===== config.mk =====
export PLATFORM = sky130hd
export DESIGN_NAME = imem_loader
export DESIGN_NICKNAME = d
export VERILOG_FILES = /design/src/rtl/imem_loader.sv
export SDC_FILE = /design/constraint.sdc
export NUM_CORES = 1
export LEC_CHECK = 0
export CORE_MARGIN = 2
export CORE_UTILIZATION = 52
export CTS_CLUSTER_DIAMETER = 80
export DETAILED_ROUTE_END_ITERATION = 12
export PLACE_DENSITY = 0.79
export SLEW_MARGIN = 20
export SYNTH_ARGS = -nofsm -noshare
export SYNTH_HDL_FRONTEND = slang
export SYNTH_SLANG_ARGS = --single-unit
export TNS_END_PERCENT = 100

===== constraint.sdc =====
create_clock -name clk -period 2 [get_ports clk]
set_input_delay 0.5 -clock clk [delete_from_list [all_inputs] [get_ports clk]]
set_output_delay 0.5 -clock clk [all_outputs]
set_load 0.01 [all_outputs]

===== src/rtl/imem_loader.sv =====
// Byte-stream program loader: frames N, 4*N big-endian data bytes, XOR checksum into instruction memory.
// One write cycle per assembled word (byte_ready drops for that cycle); core held in reset until load verified.
module imem_loader #(
    parameter int ADDR_W = 5,
    parameter int DEPTH  = 32
) (
    input  logic              clk,
    input  logic              reset,
    input  logic              byte_valid,
    input  logic [7:0]        byte_data,
    output logic              byte_ready,
    output logic              mem_we,
    output logic [ADDR_W-1:0] mem_addr,
    output logic [31:0]       mem_wdata,
    output logic              cpu_hold,
    output logic              done,
    output logic              error,
    output logic [ADDR_W:0]   word_count
);

    typedef enum logic [2:0] {
        S_HDR,
        S_LOAD,
        S_WRITE,
        S_CHK,
        S_DONE,
        S_ERR
    } state_t;

    state_t            state, state_next;
    logic [1:0]        byte_cnt;
    logic [ADDR_W:0]   n_words;
    logic [7:0]        csum;
    logic [7:0]        chk_byte;
    logic [31:0]       word;
    logic              xfer;
    logic              at_chksum;
    logic              hdr_bad;

    assign xfer      = byte_valid & byte_ready;
    // Once all N words are written, the next byte in LOAD is the checksum, not data.
    assign at_chksum = (word_count == n_words);
    assign hdr_bad   = int'(byte_data) > DEPTH;

    always_ff @(posedge clk) begin
        if (reset) begin
            state <= S_HDR;
        end else begin
            state <= state_next;
        end
    end

    always_comb begin
        state_next = state;
        byte_ready = 1'b0;
        mem_we     = 1'b0;
        mem_addr   = '0;
        mem_wdata  = '0;
        cpu_hold   = 1'b1;
        done       = 1'b0;
        error      = 1'b0;
        case (state)
            S_HDR: begin
                byte_ready = 1'b1;
                if (byte_valid) begin
                    state_next = hdr_bad ? S_ERR : S_LOAD;
                end
            end
            S_LOAD: begin
                byte_ready = 1'b1;
                if (byte_valid) begin
                    if (at_chksum) begin
                        state_next = S_CHK;
                    end else if (byte_cnt == 2'd3) begin
                        state_next = S_WRITE;
                    end
                end
            end
            S_WRITE: begin
                mem_we     = 1'b1;
                mem_addr   = word_count[ADDR_W-1:0];
                mem_wdata  = word;
                state_next = S_LOAD;
            end
            S_CHK: begin
                state_next = (chk_byte == csum) ? S_DONE : S_ERR;
            end
            S_DONE: begin
                cpu_hold = 1'b0;
                done     = 1'b1;
            end
            S_ERR: begin
                error = 1'b1;
            end
            default: begin
                state_next = S_HDR;
            end
        endcase
    end

    always_ff @(posedge clk) begin
        if (reset) begin
            byte_cnt   <= '0;
            word_count <= '0;
            n_words    <= '0;
            csum       <= '0;
            chk_byte   <= '0;
            word       <= '0;
        end else begin
            if (xfer && state == S_HDR) begin
                n_words <= (ADDR_W+1)'(byte_data);
            end
            if (xfer && state == S_LOAD) begin
                if (at_chksum) begin
                    chk_byte <= byte_data;
                end else begin
                    word     <= {word[23:0], byte_data};
                    csum     <= csum ^ byte_data;
                    byte_cnt <= byte_cnt + 2'd1;
                end
            end
            if (state == S_WRITE) begin
                word_count <= word_count + 1'b1;
            end
        end
    end

endmodule


======== After elaboration in Yosys (flattened, before gate mapping) ========
Index checks and enable logic that the tools add are counted.
operators by class
  bitwise operators ....................... 4
  add/subtract/negate cells ............... 2
  order comparisons ....................... 1
  mux-type cells .......................... 14
  equality and inequality tests ........... 11
  reduce and logical (&&, ||, !) cells .... 8
operator list
  operator             count
  $mux 32              1
  $mux 3               5
  $pmux 3 s5           1
  $eq 8x8->1           1
  $gt 8x6->1 const B   1
  $xor 8x8->8          1
  $add 6x1->6 const B  1
  $eq 3x2->1 const B   2
  $eq 3x3->1 const B   2
  $eq 6x6->1           1
  $mux 1               6
  $mux 5               1
  $ne 2x2->1 const B   2
  $reduce_and 2->1     2
  $reduce_and 4->1     1
  $reduce_or 2->1      2
  $eq 3x1->1 const B   1
  $logic_not 3->1      1
  $ne 3x3->1 const B   1
  $add 2x1->2 const B  1
  $eq 2x2->1 const B   1
  $logic_and 1x1->1    2
  $not 1->1            2
  $and 1x1->1          1
word-level totals
  bits in registers ....................... 65
  output and inout bits ................... 48
  input port bits ......................... 11

======== Depth between registers and ports, before layout ========
  depth after elaboration ................. 6
  depth in mapped cells ................... 7

======== Worst setup path after synthesis ========
OpenSTA, ideal clock, no wires.
  path kind ............................... register -> output
  start point ............................. reg state[1]
  end point ............................... out mem_wdata[14]
  path buffers ............................ 2
  arrival time ............................ 1.272 ns
  cell stages (with the launch flop) ...... 5
  path slack .............................. 0.228 ns
  required time ........................... 1.500 ns
  path through ............................ dfxtp_1 > buf_2 > nor3b_2 > clkbuf_1 > and2_1
on the way
  longest elaborated chain between the ends .. 2
RTL lines
  item                      RTL line  source
  start: declaration        30        state_t state, state_next;
  start signal: assignment  49        state <= state_next;
  $eq 3x2->1                62        case (state)
  $mux 32                   62
  end: declaration          14        output logic [31:0] mem_wdata,
No other way between the ends.

======== Worst setup path after layout ========
  start point ............................. reg state[0]
  end point ............................... out mem_wdata[31]
Same word-level chain as after synthesis.

==> impl_metrics.ini <==
[clock_tree]
numCtsBuffers = 9
insertion_delay_ps = 340
holdBufCountCts = 0
numClockSinks = 65
root_buffer = clkbuf_8
clk_path_buf_depth = 2
cts_tree = done
clk_pin_slew_ps = 80
cts.htree.levels = 3

[worst_hold_path]
hold_path.class = reg -> reg

[critical_path]
crit_path_start_kind = register
end_kind = output pin
crit_type = reg -> out
path_max_fanout = 5
cp.arrival_ps = 1490
critPathRequiredTime_ps = 1500

[yosys]
synthCells = 338
yosysSeqAreaShare_pct = 40.53
syn-cell-area_mm2 = 0.003211
synth_edf_count = 0
ys.flop_type = dfxtp_1
ys_warn_count = 0
synthDistinctLibCells = 36
syn_avg_cell_area_um2 = 9.499
synthArstFlopShare_pct = 0
synth_nets = 351
yosys_register_bits = 65

[route]
drc = 0
drt-total-wl_um = 7732
dr.first_iter.drc_count = 118
detail-route-antenna-nets = 0
vias = 2614
routed_via_density = 5.346
avgRoutedWirePerCell_um = 15.81
drtPass1Iterations = 4

[floorplan]
dieArea_mm2 = 0.006819
row_count = 28
die_h_um = 82.58
core_area_mm2 = 0.005956
dieWidth_um = 82.58
ioPinCount = 59
start_util_pct = 53.91

[sta]
tightest_slew_ps = 349.4
hold_ws_ps = 477.7
slew_violations = 0
hold_violations = 0
relSlewSlack_pct = 76.71
rsz0062_at_grt = yes
fmax_mhz = 502.7
finalCritPeriodShare_pct = 99.46
setup_violations = 0
setup_tns_ps = 0
skew_ps = 10.90
layout_min_cycle_time_ps = 1989

[layout]
syn2layout_area_growth_pct = 35.42
nNetsFinal = 422
layout_commonest_cell = dfxtp_1
layout-drive-gt1-share_pct = 26.33
final_area_mm2 = 0.004348
instances_no_fill = 489
n_antenna_cell = 0
fillers = 435
seqCellArea_mm2 = 0.001305
final_cell_mix = dfxtp_1, nand2b_1, mux2i_1
fin_util_pct = 73.00
multi_input_area_mm2 = 0.001808

[power]
power_frac_comb_pct = 12.4
ir_worst_vdd_mv = 0.5765
swShare_pct = 24.13
p_seq_share_pct = 41.9
powerDensity_mw_per_mm2 = 754.6
p_int_mw = 2.489
power.switching_uw = 791.8
p_leak_nw = 1.752
clkPwrFrac_pct = 45.7

[grt]
grt_max_degree = 92
grt_pass1_vias = 2502
antenna_found_initial = 0
grt_pass1_wl_um = 12130
grt_usage_pct = 23.75
grt-ovfl-total = 0

[run_status]
status = finished, final reports clean

[placed_design]
post-place-cells = 466
dp.final_hpwl_um = 4571
port_buffers = 58
gp_congestion = 0.8405
place_area_mm2 = 0.003959

[job]
maxCapViolCount = 0
## logic make-up (layout without fill, tap and decap cells)
logic type                 count (synthesis)  after routing  synth area share [%]
DFF                                       65             65                 40.53
and+or+nand+nor                          140            140                 26.73
adders and majority gates                  2              2                0.7793
xor gates and xnor gates                  19             19                 5.183
AOI/OAI and AO/OA                         26             26                 6.469
muxes                                     49             49                 15.32
buffers and inverters                     37            113                 4.988
## worst paths after layout
check | startpoint | to | slack [ps] | depth (start not counted)
setup reg to reg | word_count[1] | csum[6] | 190 | 4
hold reg to reg | word[30] | word[30] | 480 | 2
hold / removal | word[30] | word[30] | 480 | 2
setup / recovery | state[0] | mem_wdata[31] | 10 | 5
## area by class of cell
type                            count  area share (%)
Sequential cell                    65           30.01
Timing Repair Buffer               85           19.08
Clock buffer                        9           2.849
Multi-Input combinational cell    236           41.58
Clock inverter                      7           3.281
Inverter                           12           1.036
Tap cell                           75           2.158
## cells in the mapped netlist, types with 2 or more instances
master / number / area, µm²
nor3b_1: 8 / 60.06
and2_1: 37 / 231.5
nand3_1: 3 / 15.01
nand2_1: 3 / 11.26
o21a_1: 2 / 15.01
buf_2: 5 / 25.02
nand2b_1: 52 / 325.3
nor4_1: 8 / 50.05
inv_1: 11 / 41.29
a211oi_1: 9 / 67.56
xor2_1: 4 / 35.03
a21oi_1: 2 / 10.01
and3_1: 2 / 12.51
mux2i_1: 48 / 480.5
xnor2_1: 15 / 131.4
nand4_1: 5 / 31.28
buf_4: 4 / 30.03
nor2_1: 16 / 60.06
clkbuf_1: 15 / 56.30
a311o_1: 8 / 80.08
ha_1: 2 / 25.02
dfxtp_1: 65 / 1301
## what timing repair did
item                                    CTS  global route
pin swaps                                 1             9
setup buffers                             6             0
gates cloned                              3             2
endpoints found under the setup margin   41            39
resized for setup                       164            43
## registers in the layout, indices dropped and copies added, names as in the netlist
register,count
word_count,6
word,32
n_words,6
byte_cnt,2
state,3
csum,8
chk_byte,8
## layer usage
layer  share of wire (%)  global-route usage [%]  wire length, µm  vias to the layer above
met5                   0                       0                0                        -
met3                 4.4                   3.478              343                       12
li1                    -                       -                -                     1297
met4                 1.4                   10.33              110                        0
met2                  52                   40.40             3998                       59
met1                  42                   29.88             3280                     1246
## per-stage QoR
step	power (mW)	setup slack [ps]
finish	3.281	10.87
global route	3.393	-32.97
CTS	3.279	-20.75
detailed placement	1.794	-176.7
global placement	1.786	-132.5
floorplan	1.661	227.7
## critical path, cell delays in order, from the launching register on
cell and delay [ps]:
dfxtp_2 340, nor3b_4 230, buf_6 180, clkbuf_16 150
and2_1 110, buf_2 120
## power by group through the flow
stage / clock [mW] / combinational, mW / sequential (mW)
after floorplan: 0 / 0.265 / 1.40
after global placement: 0 / 0.387 / 1.40
after detailed placement: 0 / 0.393 / 1.40
after CTS: 1.50 / 0.410 / 1.37
after global routing: 1.57 / 0.443 / 1.38
final: 1.50 / 0.408 / 1.37
Power figures use the tool's default switching activity.
